## src/rtl/alarm_pkg.sv

```systemverilog
// alarm_pkg: shared widths, state encodings and field-wrap helper for the alarm sequencer
package alarm_pkg;
    localparam int HR_W  = 5;
    localparam int MIN_W = 6;
    localparam int SEC_W = 6;
    localparam int CNT_W = 10;
    localparam logic [5:0] HR_MAX  = 6'd23;
    localparam logic [5:0] MIN_MAX = 6'd59;
    localparam logic [2:0] ST_IDLE    = 3'b000;
    localparam logic [2:0] ST_ARMED   = 3'b001;
    localparam logic [2:0] ST_SET_MIN = 3'b010;
    localparam logic [2:0] ST_SET_HR  = 3'b011;
    localparam logic [2:0] ST_RING    = 3'b100;
    localparam logic [2:0] ST_SNOOZE  = 3'b101;
    typedef enum logic [2:0] {
        IDLE    = ST_IDLE,
        ARMED   = ST_ARMED,
        SET_MIN = ST_SET_MIN,
        SET_HR  = ST_SET_HR,
        RING    = ST_RING,
        SNOOZE  = ST_SNOOZE
    } state_t;
    // one up/down step of a time field, wrapping between 0 and lim; up+down together cancel
    function automatic logic [5:0] wrap_step(input logic [5:0] v, input logic [5:0] lim, input logic up, input logic dn);
        return (up & ~dn) ? ((v == lim) ? 6'd0 : v + 6'd1) :
               (dn & ~up) ? ((v == 6'd0) ? lim : v - 6'd1) : v;
    endfunction
endpackage

```

## src/rtl/alarm_control_if.sv

```systemverilog
// alarm_control_if: button pulses, running time and alarm status outputs of the alarm sequencer
interface alarm_control_if;
    import alarm_pkg::*;
    logic             i_set;
    logic             i_up;
    logic             i_down;
    logic             i_left;
    logic             i_right;
    logic             i_sec_pulse;
    logic [HR_W-1:0]  i_hr;
    logic [MIN_W-1:0] i_min;
    logic [SEC_W-1:0] i_sec;
    logic [HR_W-1:0]  o_alarm_hr;
    logic [MIN_W-1:0] o_alarm_min;
    logic             o_armed;
    logic             o_ring;
    logic             o_set_min;
    logic             o_set_hr;
    logic             o_snoozing;
    modport master (
        output i_set, i_up, i_down, i_left, i_right, i_sec_pulse, i_hr, i_min, i_sec,
        input  o_alarm_hr, o_alarm_min, o_armed, o_ring, o_set_min, o_set_hr, o_snoozing
    );
    modport slave (
        input  i_set, i_up, i_down, i_left, i_right, i_sec_pulse, i_hr, i_min, i_sec,
        output o_alarm_hr, o_alarm_min, o_armed, o_ring, o_set_min, o_set_hr, o_snoozing
    );
endinterface

```

## src/rtl/alarm_sec_countdown.sv

```systemverilog
// alarm_sec_countdown: loadable seconds down-counter; o_done flags the tick that takes it from 1 to 0
module alarm_sec_countdown
    import alarm_pkg::*;
(
    input  logic             i_clk,
    input  logic             i_rstn,
    input  logic             i_load,
    input  logic [CNT_W-1:0] i_load_val,
    input  logic             i_run,
    input  logic             i_tick,
    output logic             o_done
);
    logic [CNT_W-1:0] r_cnt;
    assign o_done = i_run & i_tick & (r_cnt == CNT_W'(1));
    // load wins over counting; the counter holds at zero
    always_ff @(posedge i_clk or negedge i_rstn) begin
        if (!i_rstn)
            r_cnt <= '0;
        else if (i_load)
            r_cnt <= i_load_val;
        else if (i_run & i_tick & (r_cnt != '0))
            r_cnt <= r_cnt - CNT_W'(1);
    end
endmodule

```

## src/rtl/alarm_control.sv

```systemverilog
// alarm_control: alarm time editor, match trigger, ring auto-stop and snooze (snooze built only with ALARM_SNOOZE_EN)
module alarm_control
    import alarm_pkg::*;
#(
    parameter int RING_SECS   = 60,
    parameter int SNOOZE_SECS = 300,
    parameter int MAX_SNOOZE  = 3
) (
    input  logic            i_clk,
    input  logic            i_rstn,
    alarm_control_if.slave  bus
);
    if (RING_SECS < 1 || RING_SECS > 255 || SNOOZE_SECS < 1 || SNOOZE_SECS > 1023 ||
        MAX_SNOOZE < 0 || MAX_SNOOZE > 7) begin : g_bad_cfg
        $error("alarm_control: parameter out of range");
    end
    state_t           r_state, w_state_n;
    logic [HR_W-1:0]  r_hr, w_hr_n;
    logic [MIN_W-1:0] r_min, w_min_n;
    logic [2:0]       r_snz, w_snz_n;
    logic             r_armed, r_ring, r_set_min, r_set_hr, r_snoozing;
    logic             w_load, w_done, w_trig, w_rlud, w_swap;
    logic [CNT_W-1:0] w_load_val;
    logic [5:0]       w_min_step, w_hr_step;
    assign w_trig     = bus.i_sec_pulse & (bus.i_hr == r_hr) & (bus.i_min == r_min) & (bus.i_sec == '0);
    assign w_rlud     = bus.i_up | bus.i_down | bus.i_left | bus.i_right;
    assign w_swap     = bus.i_left ^ bus.i_right;
    assign w_min_step = wrap_step(r_min, MIN_MAX, bus.i_up, bus.i_down);
    assign w_hr_step  = wrap_step({1'b0, r_hr}, HR_MAX, bus.i_up, bus.i_down);
    alarm_sec_countdown u_cnt (
        .i_clk      (i_clk),
        .i_rstn     (i_rstn),
        .i_load     (w_load),
        .i_load_val (w_load_val),
        .i_run      ((r_state == RING) | (r_state == SNOOZE)),
        .i_tick     (bus.i_sec_pulse),
        .o_done     (w_done)
    );
    // next state and alarm registers; i_set beats trigger/timeout, which beat the rlud buttons
    always_comb begin
        w_state_n  = r_state;
        w_hr_n     = r_hr;
        w_min_n    = r_min;
        w_snz_n    = r_snz;
        w_load     = 1'b0;
        w_load_val = CNT_W'(RING_SECS);
        case (r_state)
            IDLE:  w_state_n = bus.i_set ? SET_MIN : bus.i_up ? ARMED : IDLE;
            ARMED: begin
                w_state_n = bus.i_set ? SET_MIN : w_trig ? RING : bus.i_down ? IDLE : ARMED;
                w_load    = ~bus.i_set & w_trig;
            end
            SET_MIN: begin
                w_min_n   = bus.i_set ? r_min : w_min_step;
                w_state_n = bus.i_set ? ARMED : w_swap ? SET_HR : SET_MIN;
            end
            SET_HR: begin
                w_hr_n    = bus.i_set ? r_hr : w_hr_step[HR_W-1:0];
                w_state_n = bus.i_set ? ARMED : w_swap ? SET_MIN : SET_HR;
            end
            RING: begin
                if (bus.i_set || w_done) begin
                    w_state_n = ARMED;
                    w_snz_n   = '0;
                end else if (w_rlud) begin
`ifdef ALARM_SNOOZE_EN
                    if (r_snz < 3'(MAX_SNOOZE)) begin
                        w_state_n  = SNOOZE;
                        w_load     = 1'b1;
                        w_load_val = CNT_W'(SNOOZE_SECS);
                        w_snz_n    = r_snz + 3'd1;
                    end else begin
                        w_state_n = ARMED;
                        w_snz_n   = '0;
                    end
`else
                    w_state_n = ARMED;
                    w_snz_n   = '0;
`endif
                end
            end
`ifdef ALARM_SNOOZE_EN
            SNOOZE: begin
                if (bus.i_set) begin
                    w_state_n = ARMED;
                    w_snz_n   = '0;
                end else if (w_done) begin
                    w_state_n = RING;
                    w_load    = 1'b1;
                end
            end
`endif
            default: w_state_n = IDLE;
        endcase
    end
    // state, alarm time and outputs all registered from the next-state decode
    always_ff @(posedge i_clk or negedge i_rstn) begin
        if (!i_rstn) begin
            r_state    <= IDLE;
            r_hr       <= '0;
            r_min      <= '0;
            r_snz      <= '0;
            r_armed    <= 1'b0;
            r_ring     <= 1'b0;
            r_set_min  <= 1'b0;
            r_set_hr   <= 1'b0;
            r_snoozing <= 1'b0;
        end else begin
            r_state    <= w_state_n;
            r_hr       <= w_hr_n;
            r_min      <= w_min_n;
            r_snz      <= w_snz_n;
            r_armed    <= w_state_n inside {ARMED, RING, SNOOZE};
            r_ring     <= w_state_n == RING;
            r_set_min  <= w_state_n == SET_MIN;
            r_set_hr   <= w_state_n == SET_HR;
            r_snoozing <= w_state_n == SNOOZE;
        end
    end
    assign bus.o_alarm_hr  = r_hr;
    assign bus.o_alarm_min = r_min;
    assign bus.o_armed     = r_armed;
    assign bus.o_ring      = r_ring;
    assign bus.o_set_min   = r_set_min;
    assign bus.o_set_hr    = r_set_hr;
`ifdef ALARM_SNOOZE_EN
    assign bus.o_snoozing  = r_snoozing;
`else
    assign bus.o_snoozing  = 1'b0;
`endif
endmodule
```

## src/flat_wrapper.sv

```systemverilog
// flat-port wrapper written by rule: the top's interface ports become plain ports
module alarm_control_flat import alarm_pkg::*;
#(
    parameter int RING_SECS   = 60,
    parameter int SNOOZE_SECS = 300,
    parameter int MAX_SNOOZE  = 3
)
  (i_clk, i_rstn, bus_i_set, bus_i_up, bus_i_down, bus_i_left, bus_i_right, bus_i_sec_pulse, bus_i_hr, bus_i_min, bus_i_sec, bus_o_alarm_hr, bus_o_alarm_min, bus_o_armed, bus_o_ring, bus_o_set_min, bus_o_set_hr, bus_o_snoozing);
  alarm_control_if bus_i ();
  input  logic i_clk;
  input  logic i_rstn;
  input wire logic [$bits(bus_i.i_set)-1:0] bus_i_set;
  input wire logic [$bits(bus_i.i_up)-1:0] bus_i_up;
  input wire logic [$bits(bus_i.i_down)-1:0] bus_i_down;
  input wire logic [$bits(bus_i.i_left)-1:0] bus_i_left;
  input wire logic [$bits(bus_i.i_right)-1:0] bus_i_right;
  input wire logic [$bits(bus_i.i_sec_pulse)-1:0] bus_i_sec_pulse;
  input wire logic [$bits(bus_i.i_hr)-1:0] bus_i_hr;
  input wire logic [$bits(bus_i.i_min)-1:0] bus_i_min;
  input wire logic [$bits(bus_i.i_sec)-1:0] bus_i_sec;
  output wire logic [$bits(bus_i.o_alarm_hr)-1:0] bus_o_alarm_hr;
  output wire logic [$bits(bus_i.o_alarm_min)-1:0] bus_o_alarm_min;
  output wire logic [$bits(bus_i.o_armed)-1:0] bus_o_armed;
  output wire logic [$bits(bus_i.o_ring)-1:0] bus_o_ring;
  output wire logic [$bits(bus_i.o_set_min)-1:0] bus_o_set_min;
  output wire logic [$bits(bus_i.o_set_hr)-1:0] bus_o_set_hr;
  output wire logic [$bits(bus_i.o_snoozing)-1:0] bus_o_snoozing;
  assign bus_i.i_set = bus_i_set;
  assign bus_i.i_up = bus_i_up;
  assign bus_i.i_down = bus_i_down;
  assign bus_i.i_left = bus_i_left;
  assign bus_i.i_right = bus_i_right;
  assign bus_i.i_sec_pulse = bus_i_sec_pulse;
  assign bus_i.i_hr = bus_i_hr;
  assign bus_i.i_min = bus_i_min;
  assign bus_i.i_sec = bus_i_sec;
  assign bus_o_alarm_hr = bus_i.o_alarm_hr;
  assign bus_o_alarm_min = bus_i.o_alarm_min;
  assign bus_o_armed = bus_i.o_armed;
  assign bus_o_ring = bus_i.o_ring;
  assign bus_o_set_min = bus_i.o_set_min;
  assign bus_o_set_hr = bus_i.o_set_hr;
  assign bus_o_snoozing = bus_i.o_snoozing;
  alarm_control #(.RING_SECS(RING_SECS), .SNOOZE_SECS(SNOOZE_SECS), .MAX_SNOOZE(MAX_SNOOZE)) u_core (.i_clk(i_clk), .i_rstn(i_rstn), .bus(bus_i));
endmodule
```

## config.mk

```make
export PLATFORM = sky130hd
export DESIGN_NAME = alarm_control_flat
export DESIGN_NICKNAME = d
export VERILOG_FILES = /design/src/rtl/alarm_pkg.sv /design/src/rtl/alarm_control_if.sv /design/src/rtl/alarm_sec_countdown.sv /design/src/rtl/alarm_control.sv /design/src/flat_wrapper.sv
export SDC_FILE = /design/constraint.sdc
export NUM_CORES = 1
export LEC_CHECK = 0
export ABC_AREA = 0
export CAP_MARGIN = 40
export CORE_MARGIN = 2
export CORE_UTILIZATION = 47
export DETAILED_ROUTE_END_ITERATION = 16
export HOLD_SLACK_MARGIN = 0.03
export MAX_ROUTING_LAYER = met4
export PLACE_DENSITY = 0.77
export RECOVER_POWER = 50
export SLEW_MARGIN = 20
export SYNTH_ARGS = -nofsm -noshare
export SYNTH_HDL_FRONTEND = slang
export SYNTH_SLANG_ARGS = --single-unit
```

## constraint.sdc

```tcl
create_clock -name i_clk -period 1.8 [get_ports i_clk]
set_input_delay 0.36 -clock i_clk [delete_from_list [all_inputs] [get_ports i_clk]]
set_output_delay 0.36 -clock i_clk [all_outputs]
set_load 0.03 [all_outputs]
```

=== Yosys cells after proc, flatten, opt, wreduce, memory -nomap -nowiden ===
Cells that the tools add are included.

* Flip-flop bits (word level): 28
* Input port bits: 25
* Word-level logic and storage cells: 79

* Add/subtract/negate cells: 5
* Equality and inequality tests: 15
* Multiplexer cells: 23
* Bitwise operators: 17
* Reduce and logical (&&, ||, !) cells: 11

{| class="wikitable"
|+ Operator list
! cell !! number
|-
| $mux 6 || 4
|-
| $mux 3 || 7
|-
| $mux 10 || 2
|-
| $mux 5 || 4
|-
| $pmux 3 s5 || 1
|-
| $eq 3x2->1 const B || 4
|-
| $eq 3x3->1 const B || 4
|-
| $logic_not 6->1 || 2
|-
| $eq 10x1->1 const B || 1
|-
| $reduce_bool 10->1 || 1
|-
| $sub 10x1->10 const B || 1
|-
| $and 1x1->1 || 9
|-
| $add 6x1->6 const B || 1
|-
| $eq 3x1->1 const B || 2
|-
| $eq 6x6->1 || 1
|-
| $eq 6x6->1 const B || 1
|-
| $reduce_and 3->1 || 2
|-
| $sub 6x1->6 const B || 1
|-
| $add 5x1->5 const B || 1
|-
| $eq 5x5->1 || 1
|-
| $eq 5x5->1 const B || 1
|-
| $logic_not 5->1 || 1
|-
| $mux 1 || 5
|-
| $sub 5x1->5 const B || 1
|-
| 7 further kinds || 13
|}

=== Depth between registers and ports, before layout ===
Gate-level depths: netlist of run 1.

* Depth after elaboration: 9
* Gate-level depth with buffers: 8
* Mapped depth without buffers: 7

=== Hierarchy ===
Synthesis of run 1 repeated with hierarchy kept, for this count alone.

* Cell total of the unflattened synthesis: 241
* Area total of the unflattened synthesis: 2,079.5 um^2

{| class="wikitable"
|+ By module, submodules not included
! module !! times used !! cells each !! area each (um^2) !! sequential area each (um^2)
|-
| alarm_control || 1 || 161 || 1,387.6 || 450.4
|-
| alarm_sec_countdown || 1 || 80 || 691.9 || 250.2
|}

=== Worst setup path before layout of run 1 ===
No wires, ideal clock.

* Path type: flip-flop to flip-flop
* Start point: register u_core.r_hr[0] (netlist: u_core.bus.o_alarm_hr[0])
* End point: register u_core.r_state[0]
* Library setup time: 124 ps
* Data arrival time: 1,680 ps
* Data required time: 1,676 ps
* Slack: -5 ps
* Stages on the path, launching flop included: 6
* Cell sequence: dfrtp_1 -> buf_2 -> xor2_1 -> nor4_1 -> nand4_2 -> a211o_2

* Cells in the longest elaborated chain, start to end: 7

{| class="wikitable"
|+ Ends and longest elaborated chain
! item !! RTL line !! RTL
|-
| start: declaration || alarm_control.sv:18 || <nowiki>logic [HR_W-1:0] r_hr, w_hr_n;</nowiki>
|-
| start signal: assignment || alarm_control.sv:110 || <nowiki>r_hr <= w_hr_n;</nowiki>
|-
| $eq 5x5->1 || alarm_control.sv:25 || <nowiki>assign w_trig = bus.i_sec_pulse & (bus.i_hr == r_hr) & (bus.i_min == r_min) & (bus.i_sec == '0);</nowiki>
|-
| $and 1x1->1 (3 in series) || alarm_control.sv:25 ||
|-
| $mux 3 (2 in series) || alarm_control.sv:50 || <nowiki>w_state_n = bus.i_set ? SET_MIN : w_trig ? RING : bus.i_down ? IDLE : ARMED;</nowiki>
|-
| $pmux 3 s5 || alarm_control.sv:47 || <nowiki>case (r_state)</nowiki>
|-
| net u_core.w_state_n[0] || alarm_control.sv:17 || <nowiki>state_t r_state, w_state_n;</nowiki>
|-
| end signal: assignment || alarm_control.sv:109 || <nowiki>r_state <= w_state_n;</nowiki>
|-
| end: declaration || alarm_control.sv:17 ||
|}

The timed path passes the listed nets, and every way through them passes these cells.
A chain may end at the register's enable or synchronous reset.

=== Worst setup path after layout of run 1 ===
* Start point: input bus_i_sec[3]
* End point: register u_core.r_state[0]

* Cells in the longest elaborated chain, start to end: 5

{| class="wikitable"
|+ Ends and longest elaborated chain
! item !! RTL line !! RTL
|-
| start: declaration || flat_wrapper.sv:20 || <nowiki>input wire logic [$bits(bus_i.i_sec)-1:0] bus_i_sec;</nowiki>
|-
| $logic_not 6->1 || alarm_control.sv:25 ||
|-
| $and 1x1->1 || alarm_control.sv:25 ||
|-
| $mux 3 (2 in series) || alarm_control.sv:50 ||
|-
| $pmux 3 s5 || alarm_control.sv:47 ||
|-
| net u_core.w_state_n[0] || alarm_control.sv:17 ||
|}

The timed path passes the listed nets, and every way through them passes these cells.

==> report_table.html, run 1 <==
<table>
<tr><th>Metric</th><th>Value</th></tr>
<tr><th colspan="2">Run status</th></tr>
<tr><td>Result of the run</td><td>finished, final reports clean</td></tr>
<tr><th colspan="2">Clocking</th></tr>
<tr><td>H-tree level count</td><td>1</td></tr>
<tr><td>Cts bufs inserted</td><td>3</td></tr>
<tr><td>Buffer levels on the longest clock path</td><td>2</td></tr>
<tr><td>CTS sink count</td><td>28</td></tr>
<tr><td>Hold-fix buffers, CTS</td><td>0</td></tr>
<tr><td>CTS tree</td><td>yes</td></tr>
<tr><td>Worst-Skew Late Latency</td><td>290 ps</td></tr>
<tr><td>Cell at the root of the clock tree</td><td>clkbuf_8</td></tr>
<tr><td>Clock-pin transition on the worst setup and hold timing paths</td><td>100 ps</td></tr>
<tr><th colspan="2">Power</th></tr>
<tr><td>Post-route total power</td><td>3.48 mW</td></tr>
<tr><td>Cell area power density</td><td>1230 nW/um^2</td></tr>
<tr><td>Leakage dissipation</td><td>1.28 nW</td></tr>
<tr><td>Peak supply drop</td><td>0.000786 V</td></tr>
<tr><th colspan="2">Min path</th></tr>
<tr><td>Launch point of the worst hold path</td><td>u_core.u_cnt.r_cnt[8]</td></tr>
<tr><td>Type of the worst min-delay path</td><td>flip-flop to flip-flop</td></tr>
<tr><td>WHS Endpoint</td><td>u_core.u_cnt.r_cnt[8]</td></tr>
<tr><td>Instance count along the most critical hold path</td><td>2</td></tr>
<tr><th colspan="2">Logic synthesis</th></tr>
<tr><td>Cells after synthesis</td><td>237</td></tr>
<tr><td>Number of synthesized flops with an enable pin</td><td>0</td></tr>
<tr><td>Proportion of synthesized chip area in sequential cells</td><td>34.5%</td></tr>
<tr><td>Mean instance size in the synthesized netlist</td><td>8.57 um^2</td></tr>
<tr><td>Share of async-settable or async-resettable flops after synthesis</td><td>100%</td></tr>
<tr><td>Predominant post-synthesis flop cell</td><td>dfrtp_1</td></tr>
<tr><td>Post-synthesis register bit count</td><td>28</td></tr>
<tr><td>Unique masters post-synth</td><td>56</td></tr>
<tr><td>Number of nets in the synthesized netlist</td><td>272</td></tr>
<tr><td>Total standard cell area after synthesis</td><td>2030 um^2</td></tr>
<tr><td>Syn. warnings</td><td>0</td></tr>
<tr><th colspan="2">Finish</th></tr>
<tr><td>Fill cells</td><td>325</td></tr>
<tr><td>Nets</td><td>337</td></tr>
<tr><td>Register Area</td><td>706 um^2</td></tr>
<tr><td>Commonest cells after routing, fill and taps aside</td><td>30 x buf_4, 24 x dfrtp_1, 23 x clkdlybuf4s50_1</td></tr>
<tr><td>Area of all placed cells without fillers</td><td>2830 um^2</td></tr>
<tr><td>Multi-input logic area</td><td>1320 um^2</td></tr>
<tr><td># diodes</td><td>0</td></tr>
<tr><td>Area growth, synth to finish</td><td>39.5%</td></tr>
<tr><td>Share of post-route cells with drive strength above 1</td><td>21.9%</td></tr>
<tr><td>Most common cell after layout, fill and taps aside</td><td>buf_4</td></tr>
<tr><th colspan="2">Routing</th></tr>
<tr><td>Wire length reported by the detailed router</td><td>5280 um</td></tr>
<tr><td>Drt wl/cell</td><td>15.0 um</td></tr>
<tr><td>Post-route DRC violation count</td><td>0</td></tr>
<tr><td>Initial DRC count</td><td>136</td></tr>
<tr><td>Vias</td><td>1994</td></tr>
<tr><td>Detailed-routing iteration count for the pre-antenna-repair pass</td><td>4</td></tr>
<tr><td>Via density</td><td>5.68</td></tr>
<tr><td>DRT antenna net count</td><td>0</td></tr>
<tr><th colspan="2">Worst setup path</th></tr>
<tr><td>Worst R2R End</td><td>u_core.r_state[0]</td></tr>
<tr><td>Arrival time of data at the critical path endpoint</td><td>1920 ps</td></tr>
<tr><td>Required arrival time at the worst endpoint</td><td>1980 ps</td></tr>
<tr><td>Launch point of the worst reg-to-reg path</td><td>u_core.bus.o_alarm_min[0]</td></tr>
<tr><td>Number of cells on the worst reg-to-reg path</td><td>5</td></tr>
<tr><td>Element type at the critical path start</td><td>input pin</td></tr>
<tr><td>Critical path capture point type</td><td>flip-flop</td></tr>
<tr><td>Category of the critical setup timing path</td><td>input pin to flip-flop</td></tr>
<tr><td>CP max FO</td><td>4</td></tr>
<tr><td>Flop-to-flop setup slack</td><td>80 ps</td></tr>
<tr><th colspan="2">Floorplan</th></tr>
<tr><td>Die outline area</td><td>4870 um^2</td></tr>
<tr><td>Num rows</td><td>23</td></tr>
<tr><td>Number of top-level pins</td><td>41</td></tr>
<tr><td>Horizontal extent of the die</td><td>69.8 um</td></tr>
<tr><td>Total core area</td><td>4090 um^2</td></tr>
<tr><td>Die Ht</td><td>69.8 um</td></tr>
<tr><td>Starting density of the core</td><td>49.7%</td></tr>
<tr><th colspan="2">STA</th></tr>
<tr><td>Total negative slack</td><td>0 ps</td></tr>
<tr><td>Maximum achievable frequency</td><td>574 MHz</td></tr>
<tr><td>Crit path setup slack, layout</td><td>56.5 ps</td></tr>
<tr><td>Number of setup violations in the final report</td><td>0</td></tr>
<tr><td>Number of slew-limit violations in the final report</td><td>0</td></tr>
<tr><td>Final number of hold-violating endpoints</td><td>0</td></tr>
<tr><td>Worst rel slew slack</td><td>52.5%</td></tr>
<tr><td>Clock tree skew after final layout</td><td>5.51 ps</td></tr>
<tr><td>Period utilisation layout</td><td>96.9%</td></tr>
<tr><td>Clock period minus worst slack</td><td>1740 ps</td></tr>
<tr><td>Tightest hold margin</td><td>557 ps</td></tr>
<tr><td>Worst-Margin Slew</td><td>712 ps</td></tr>
<tr><th colspan="2">Placed design</th></tr>
<tr><td>Final HPWL DP</td><td>3820 um</td></tr>
<tr><td>Number of input and output port buffers inserted</td><td>39</td></tr>
<tr><td>Post-placement setup slack</td><td>-385 ps</td></tr>
<tr><td>GPL Wtd Cong</td><td>0.917</td></tr>
<tr><td>Cell area after placement</td><td>2670 um^2</td></tr>
<tr><th colspan="2">Run</th></tr>
<tr><td>Max Cap Violations</td><td>0</td></tr>
<tr><th colspan="2">GRT</th></tr>
<tr><td>Number of antenna violations at the first check in global routing</td><td>0</td></tr>
<tr><td>Maximum number of pins on one net before global-route repair</td><td>29</td></tr>
<tr><td>Number of global-route vias before repair</td><td>1913</td></tr>
<tr><td>Global-route wire length before repair</td><td>8650 um</td></tr>
<tr><td>Total routing usage reported by global routing</td><td>22.5%</td></tr>
<tr><td>GR Overflow Total</td><td>0</td></tr>
</table>
-- power breakdown --
| part | internal, mW | switching [mW] | leakage [nW] |
|---|---|---|---|
| clock | 0.299 | 0.224 | 0.0357 |
| combinational | 0.829 | 1.10 | 0.885 |
| sequential | 0.801 | 0.226 | 0.359 |
| total | 1.93 | 1.55 | 1.28 |
-- synth_stat cells, drive strengths merged, types with 4 or more instances --
cell type	n	area, um^2
a31oi	5	37.5
dfrtp	28	701
clkbuf	8	30.0
o21ai	15	75.1
nand3	11	60.1
nor3	7	35.0
xnor2	4	35.0
ha	10	125
nor4	6	67.6
nor2	22	92.6
xor2	16	140
a21oi	18	90.1
inv	12	45.0
buf	5	27.5
nand4	4	31.3
nand2	19	71.3
-- how the worst max path moves through the flow --
| stage | start | to | slack, ps | depth (start not counted) |
|---|---|---|---|---|
| 5_1_grt | u_core.u_cnt.r_cnt[1] | u_core.u_cnt.r_cnt[7] | -3 | 7 |
| 4_1_cts | u_core.bus.o_alarm_min[0] | u_core.r_state[0] | 30 | 5 |
| 3_5_place_dp | bus_i_up | u_core.bus.o_alarm_hr[3] | -380 | 8 |
| 2_1_floorplan | u_core.u_cnt.r_cnt[0] | u_core.u_cnt.r_cnt[7] | 4 | 7 |
| 6_report | bus_i_sec[3] | u_core.r_state[0] | 60 | 5 |
| 3_3_place_gp | bus_i_sec_pulse | u_core.r_state[0] | -330 | 5 |
-- per-layer routing --
| layer | track usage, % | wire [um] | vias up |
|---|---|---|---|
| met5 | - | 0 | - |
| met4 | 10.3 | 120 | 0 |
| met3 | 2.18 | 259 | 12 |
| met2 | 34.7 | 2560 | 65 |
| met1 | 30.0 | 2350 | 956 |
| li1 | - | - | 961 |
-- state kept, by name (all words and copies together), names as in the netlist --
name and count:
u_core.u_cnt.r_cnt 10, u_core.bus.o_alarm_min 6, u_core.bus.o_alarm_hr 5, u_core.r_state 3, u_core.bus.o_armed 1, u_core.bus.o_ring 1
u_core.bus.o_set_hr 1, u_core.bus.o_set_min 1
-- stage by stage --
stage / utilization (%) / instances
after detailed placement: 65.3 / 345
final: 69.4 / 351
after global routing: 69.4 / 351
after floorplan: - / 237
after global placement: 65.3 / 345
after CTS: 67.8 / 350
-- area by class of cell --
type | count | share of cell area, %
clock buffers | 3 | 1.46
clock inverters | 1 | 1.06
inverters | 12 | 1.59
multi-input cells | 184 | 46.6
flip-flops and latches | 28 | 24.9
well taps | 50 | 2.21
repair buffers | 73 | 22.2
-- cells by family after synthesis --
group,count (synthesis),share of synthesized area [%]
compound gates,53,15.9
xor+xnor,20,8.62
fa+ha+maj,10,6.16
buf+inv,25,5.05
flops,28,34.5
mux,3,1.54
other cells,1,0.185
simple gates,97,28.0
-- critical path: stages --
cell,delay [ps]
dlygate4sd2_1,230
or4b_4,550
nor4_4,270
nand4_4,180
a211o_2,330
-- what timing repair did --
action | in CTS | in global routing
pin swaps | 5 | 5
hold endpoints to repair | 0 | 0
buffers inserted | 1 | 1
setup endpoints to repair | 24 | 21
gates resized for setup | 20 | 17
(Power assumes the default switching activity.)
==> inputs of run 2 (changes only) <==
--- a/config.mk
+++ b/config.mk
@@ -14,7 +14,6 @@
 export MAX_ROUTING_LAYER = met4
 export PLACE_DENSITY = 0.77
 export RECOVER_POWER = 50
-export SLEW_MARGIN = 20
 export SYNTH_ARGS = -nofsm -noshare
 export SYNTH_HDL_FRONTEND = slang
 export SYNTH_SLANG_ARGS = --single-unit
==> results of run 2 <==
Same layout as run 1: the final DEF is identical, and so are final timing and power.
==> inputs of run 3 (changes only) <==
--- a/config.mk
+++ b/config.mk
@@ -17,3 +17,4 @@
 export SYNTH_ARGS = -nofsm -noshare
 export SYNTH_HDL_FRONTEND = slang
 export SYNTH_SLANG_ARGS = --single-unit
+export TNS_END_PERCENT = 30
==> report_table.html, run 3 (synthesis gave the netlist of run 1 again) <==
<table>
<tr><th>Metric</th><th>Value</th></tr>
<tr><th colspan="2">Routing</th></tr>
<tr><td>Via density</td><td>5.66</td></tr>
<tr><td>Drt wl/cell</td><td>15.0 um</td></tr>
<tr><td>Wire length reported by the detailed router</td><td>5250 um</td></tr>
<tr><td>Post-route DRC violation count</td><td>0</td></tr>
<tr><td>Initial DRC count</td><td>148</td></tr>
<tr><td>DRT antenna net count</td><td>0</td></tr>
<tr><td>Vias</td><td>1980</td></tr>
<tr><td>Detailed-routing iteration count for the pre-antenna-repair pass</td><td>4</td></tr>
<tr><th colspan="2">STA</th></tr>
<tr><td>Clock period minus worst slack</td><td>1730 ps</td></tr>
<tr><td>Tightest hold margin</td><td>557 ps</td></tr>
<tr><td>Maximum achievable frequency</td><td>578 MHz</td></tr>
<tr><td>Worst-Margin Slew</td><td>712 ps</td></tr>
<tr><td>Final number of hold-violating endpoints</td><td>0</td></tr>
<tr><td>Clock tree skew after final layout</td><td>5.54 ps</td></tr>
<tr><td>Number of slew-limit violations in the final report</td><td>0</td></tr>
<tr><td>Worst rel slew slack</td><td>52.5%</td></tr>
<tr><td>Unrepaired setup endpoints after global routing</td><td>true</td></tr>
<tr><td>Period utilisation layout</td><td>96.2%</td></tr>
<tr><td>Number of setup violations in the final report</td><td>0</td></tr>
<tr><th colspan="2">Finish</th></tr>
<tr><td>Fill cells</td><td>322</td></tr>
<tr><td>Post-Layout Cell Count</td><td>350</td></tr>
<tr><td>Most common cell after layout, fill and taps aside</td><td>buf_4</td></tr>
<tr><td>Commonest cells after routing, fill and taps aside</td><td>29 x buf_4, 25 x dfrtp_1, 23 x clkdlybuf4s50_1</td></tr>
<tr><td>Register with the most flip-flops</td><td>u_core.u_cnt.r_cnt</td></tr>
<tr><td>Nets</td><td>336</td></tr>
<tr><td>Area growth, synth to finish</td><td>39.7%</td></tr>
<tr><td>Share of post-route cells with drive strength above 1</td><td>21.7%</td></tr>
<tr><td>Area of all placed cells without fillers</td><td>2840 um^2</td></tr>
<tr><td># diodes</td><td>0</td></tr>
<tr><td>Number of flip-flops in the largest register</td><td>10</td></tr>
<tr><th colspan="2">Floorplan</th></tr>
<tr><td>Starting density of the core</td><td>49.7%</td></tr>
<tr><td>Num rows</td><td>23</td></tr>
<tr><td>Total core area</td><td>4090 um^2</td></tr>
<tr><td>Die outline area</td><td>4870 um^2</td></tr>
<tr><td>Die Ht</td><td>69.8 um</td></tr>
<tr><td>Number of top-level pins</td><td>41</td></tr>
<tr><td>Horizontal extent of the die</td><td>69.8 um</td></tr>
<tr><th colspan="2">Worst setup path</th></tr>
<tr><td>Kind of cell with the highest combined delay on the critical path</td><td>simple AND/OR/NAND/NOR gates</td></tr>
<tr><td>Arrival time of data at the critical path endpoint</td><td>1960 ps</td></tr>
<tr><td>Highest-delay cell along the critical path</td><td>dfrtp_2</td></tr>
<tr><td>WP buf/inv</td><td>1</td></tr>
<tr><td>Category of the critical setup timing path</td><td>flip-flop to flip-flop</td></tr>
<tr><td>Required arrival time at the worst endpoint</td><td>2030 ps</td></tr>
<tr><td>Flop-to-flop setup slack</td><td>70 ps</td></tr>
<tr><td>Element type at the critical path start</td><td>flip-flop</td></tr>
<tr><td>CP max FO</td><td>5</td></tr>
<tr><td>Crit-path max cell delay</td><td>470 ps</td></tr>
<tr><td>Worst-path cell chain</td><td>xor2_1 &gt; nor4_2 &gt; buf_4 &gt; nand4_4 &gt; or2_4 &gt; nand2_1</td></tr>
<tr><td>Critical path capture point type</td><td>flip-flop</td></tr>
<tr><th colspan="2">Placed design</th></tr>
<tr><td>DP Cell Count</td><td>345</td></tr>
<tr><td>Cell area after placement</td><td>2670 um^2</td></tr>
<tr><td>Final HPWL DP</td><td>3820 um</td></tr>
<tr><td>Number of input and output port buffers inserted</td><td>39</td></tr>
<tr><td>GPL Wtd Cong</td><td>0.917</td></tr>
<tr><th colspan="2">Clocking</th></tr>
<tr><td>Cell at the root of the clock tree</td><td>clkbuf_8</td></tr>
<tr><td>H-tree level count</td><td>1</td></tr>
<tr><td>Buffer levels on the longest clock path</td><td>2</td></tr>
<tr><td>Cts bufs inserted</td><td>3</td></tr>
<tr><td>Hold-fix buffers, CTS</td><td>0</td></tr>
<tr><td>CTS sink count</td><td>28</td></tr>
<tr><td>CTS tree</td><td>yes</td></tr>
<tr><td>Worst-Skew Late Latency</td><td>290 ps</td></tr>
<tr><td>Clock-pin transition on the worst setup and hold timing paths</td><td>110 ps</td></tr>
<tr><th colspan="2">GRT</th></tr>
<tr><td>Maximum number of pins on one net before global-route repair</td><td>29</td></tr>
<tr><td>Number of global-route vias before repair</td><td>1902</td></tr>
<tr><td>Total routing usage reported by global routing</td><td>22.4%</td></tr>
<tr><td>Global-route wire length before repair</td><td>8600 um</td></tr>
<tr><td>Number of antenna violations at the first check in global routing</td><td>0</td></tr>
<tr><td>GR Overflow Total</td><td>0</td></tr>
<tr><th colspan="2">Power</th></tr>
<tr><td>Leakage dissipation</td><td>1.30 nW</td></tr>
<tr><td>Peak supply drop</td><td>0.000784 V</td></tr>
<tr><td>Cell area power density</td><td>1220 nW/um^2</td></tr>
<tr><td>Post-route total power</td><td>3.48 mW</td></tr>
<tr><th colspan="2">Run status</th></tr>
<tr><td>Result of the run</td><td>finished, final reports clean</td></tr>
<tr><th colspan="2">Run</th></tr>
<tr><td>Max Cap Violations</td><td>0</td></tr>
<tr><th colspan="2">Min path</th></tr>
<tr><td>Type of the worst min-delay path</td><td>flip-flop to flip-flop</td></tr>
</table>
-- run 3: changes by cell type in the layout (fill, tap and decap cells not counted), sizes merged --
| cell | before | now |
|---|---|---|
| buf | 31 | 30 |
| dlygate4sd2 | 13 | 10 |
| dlymetal6s2s | 2 | 5 |
-- run 3: cell type report --
class | instances | area, um^2 | share of cell area (%)
clock inverter | 1 | 30.0 | 1.06
clock buffer | 3 | 41.3 | 1.45
tap | 50 | 62.6 | 2.20
inverter | 12 | 45.0 | 1.59
multi-input combinational | 184 | 1320 | 46.6
timing repair buffer | 72 | 633 | 22.3
sequential | 28 | 704 | 24.8
-- run 3: power by group --
group | internal, mW | switching (mW)
Sequential | 0.801 | 0.223
Combinational | 0.830 | 1.10
Clock | 0.299 | 0.223
-- run 3: per-stage QoR --
| stage | utilization (%) | setup slack [ps] | TNS [ps] |
|---|---|---|---|
| floorplan | - | 3.71 | 0 |
| global placement | 65.3 | -332 | -6740 |
| detailed placement | 65.3 | -385 | -7980 |
| CTS | 67.7 | -17.6 | -27.8 |
| global route | 69.5 | -9.49 | -12.6 |
| finish | 69.5 | 68.8 | 0 |
-- run 3: per-layer routing --
metal	wire, um	vias to the layer above	global-route usage [%]
met1	2270	944	29.9
met4	124	0	10.3
li1	-	957	-
met2	2550	67	34.5
met3	296	12	2.18
met5	0	-	-
-- run 3: path summary, 6_finish.rpt --
check | from | end | depth (start not counted)
worst min-delay path | u_core.u_cnt.r_cnt[8] | u_core.u_cnt.r_cnt[8] | 2
worst max-delay path | u_core.bus.o_alarm_min[0] | u_core.bus.o_ring | 6
min in group asynchronous | i_rstn | u_core.bus.o_set_hr | 2
max in group asynchronous | i_rstn | u_core.bus.o_alarm_hr[0] | 2
worst max register to register | u_core.bus.o_alarm_min[0] | u_core.bus.o_ring | 6
worst min register to register | u_core.u_cnt.r_cnt[8] | u_core.u_cnt.r_cnt[8] | 2
-- run 3: what timing repair did --
item / 4_1_cts / 5_1_grt
gates resized for setup: 17 / 20
pin swaps: 1 / 10
endpoints found under the setup margin: 24 / 20
buffers inserted: 0 / 1
-- run 3: worst reg2reg max path: stages (launching register included) --
cell and delay, ps:
dfrtp_2 470, xor2_1 190, nor4_2 320, buf_4 180
nand4_4 130, or2_4 320, nand2_1 70
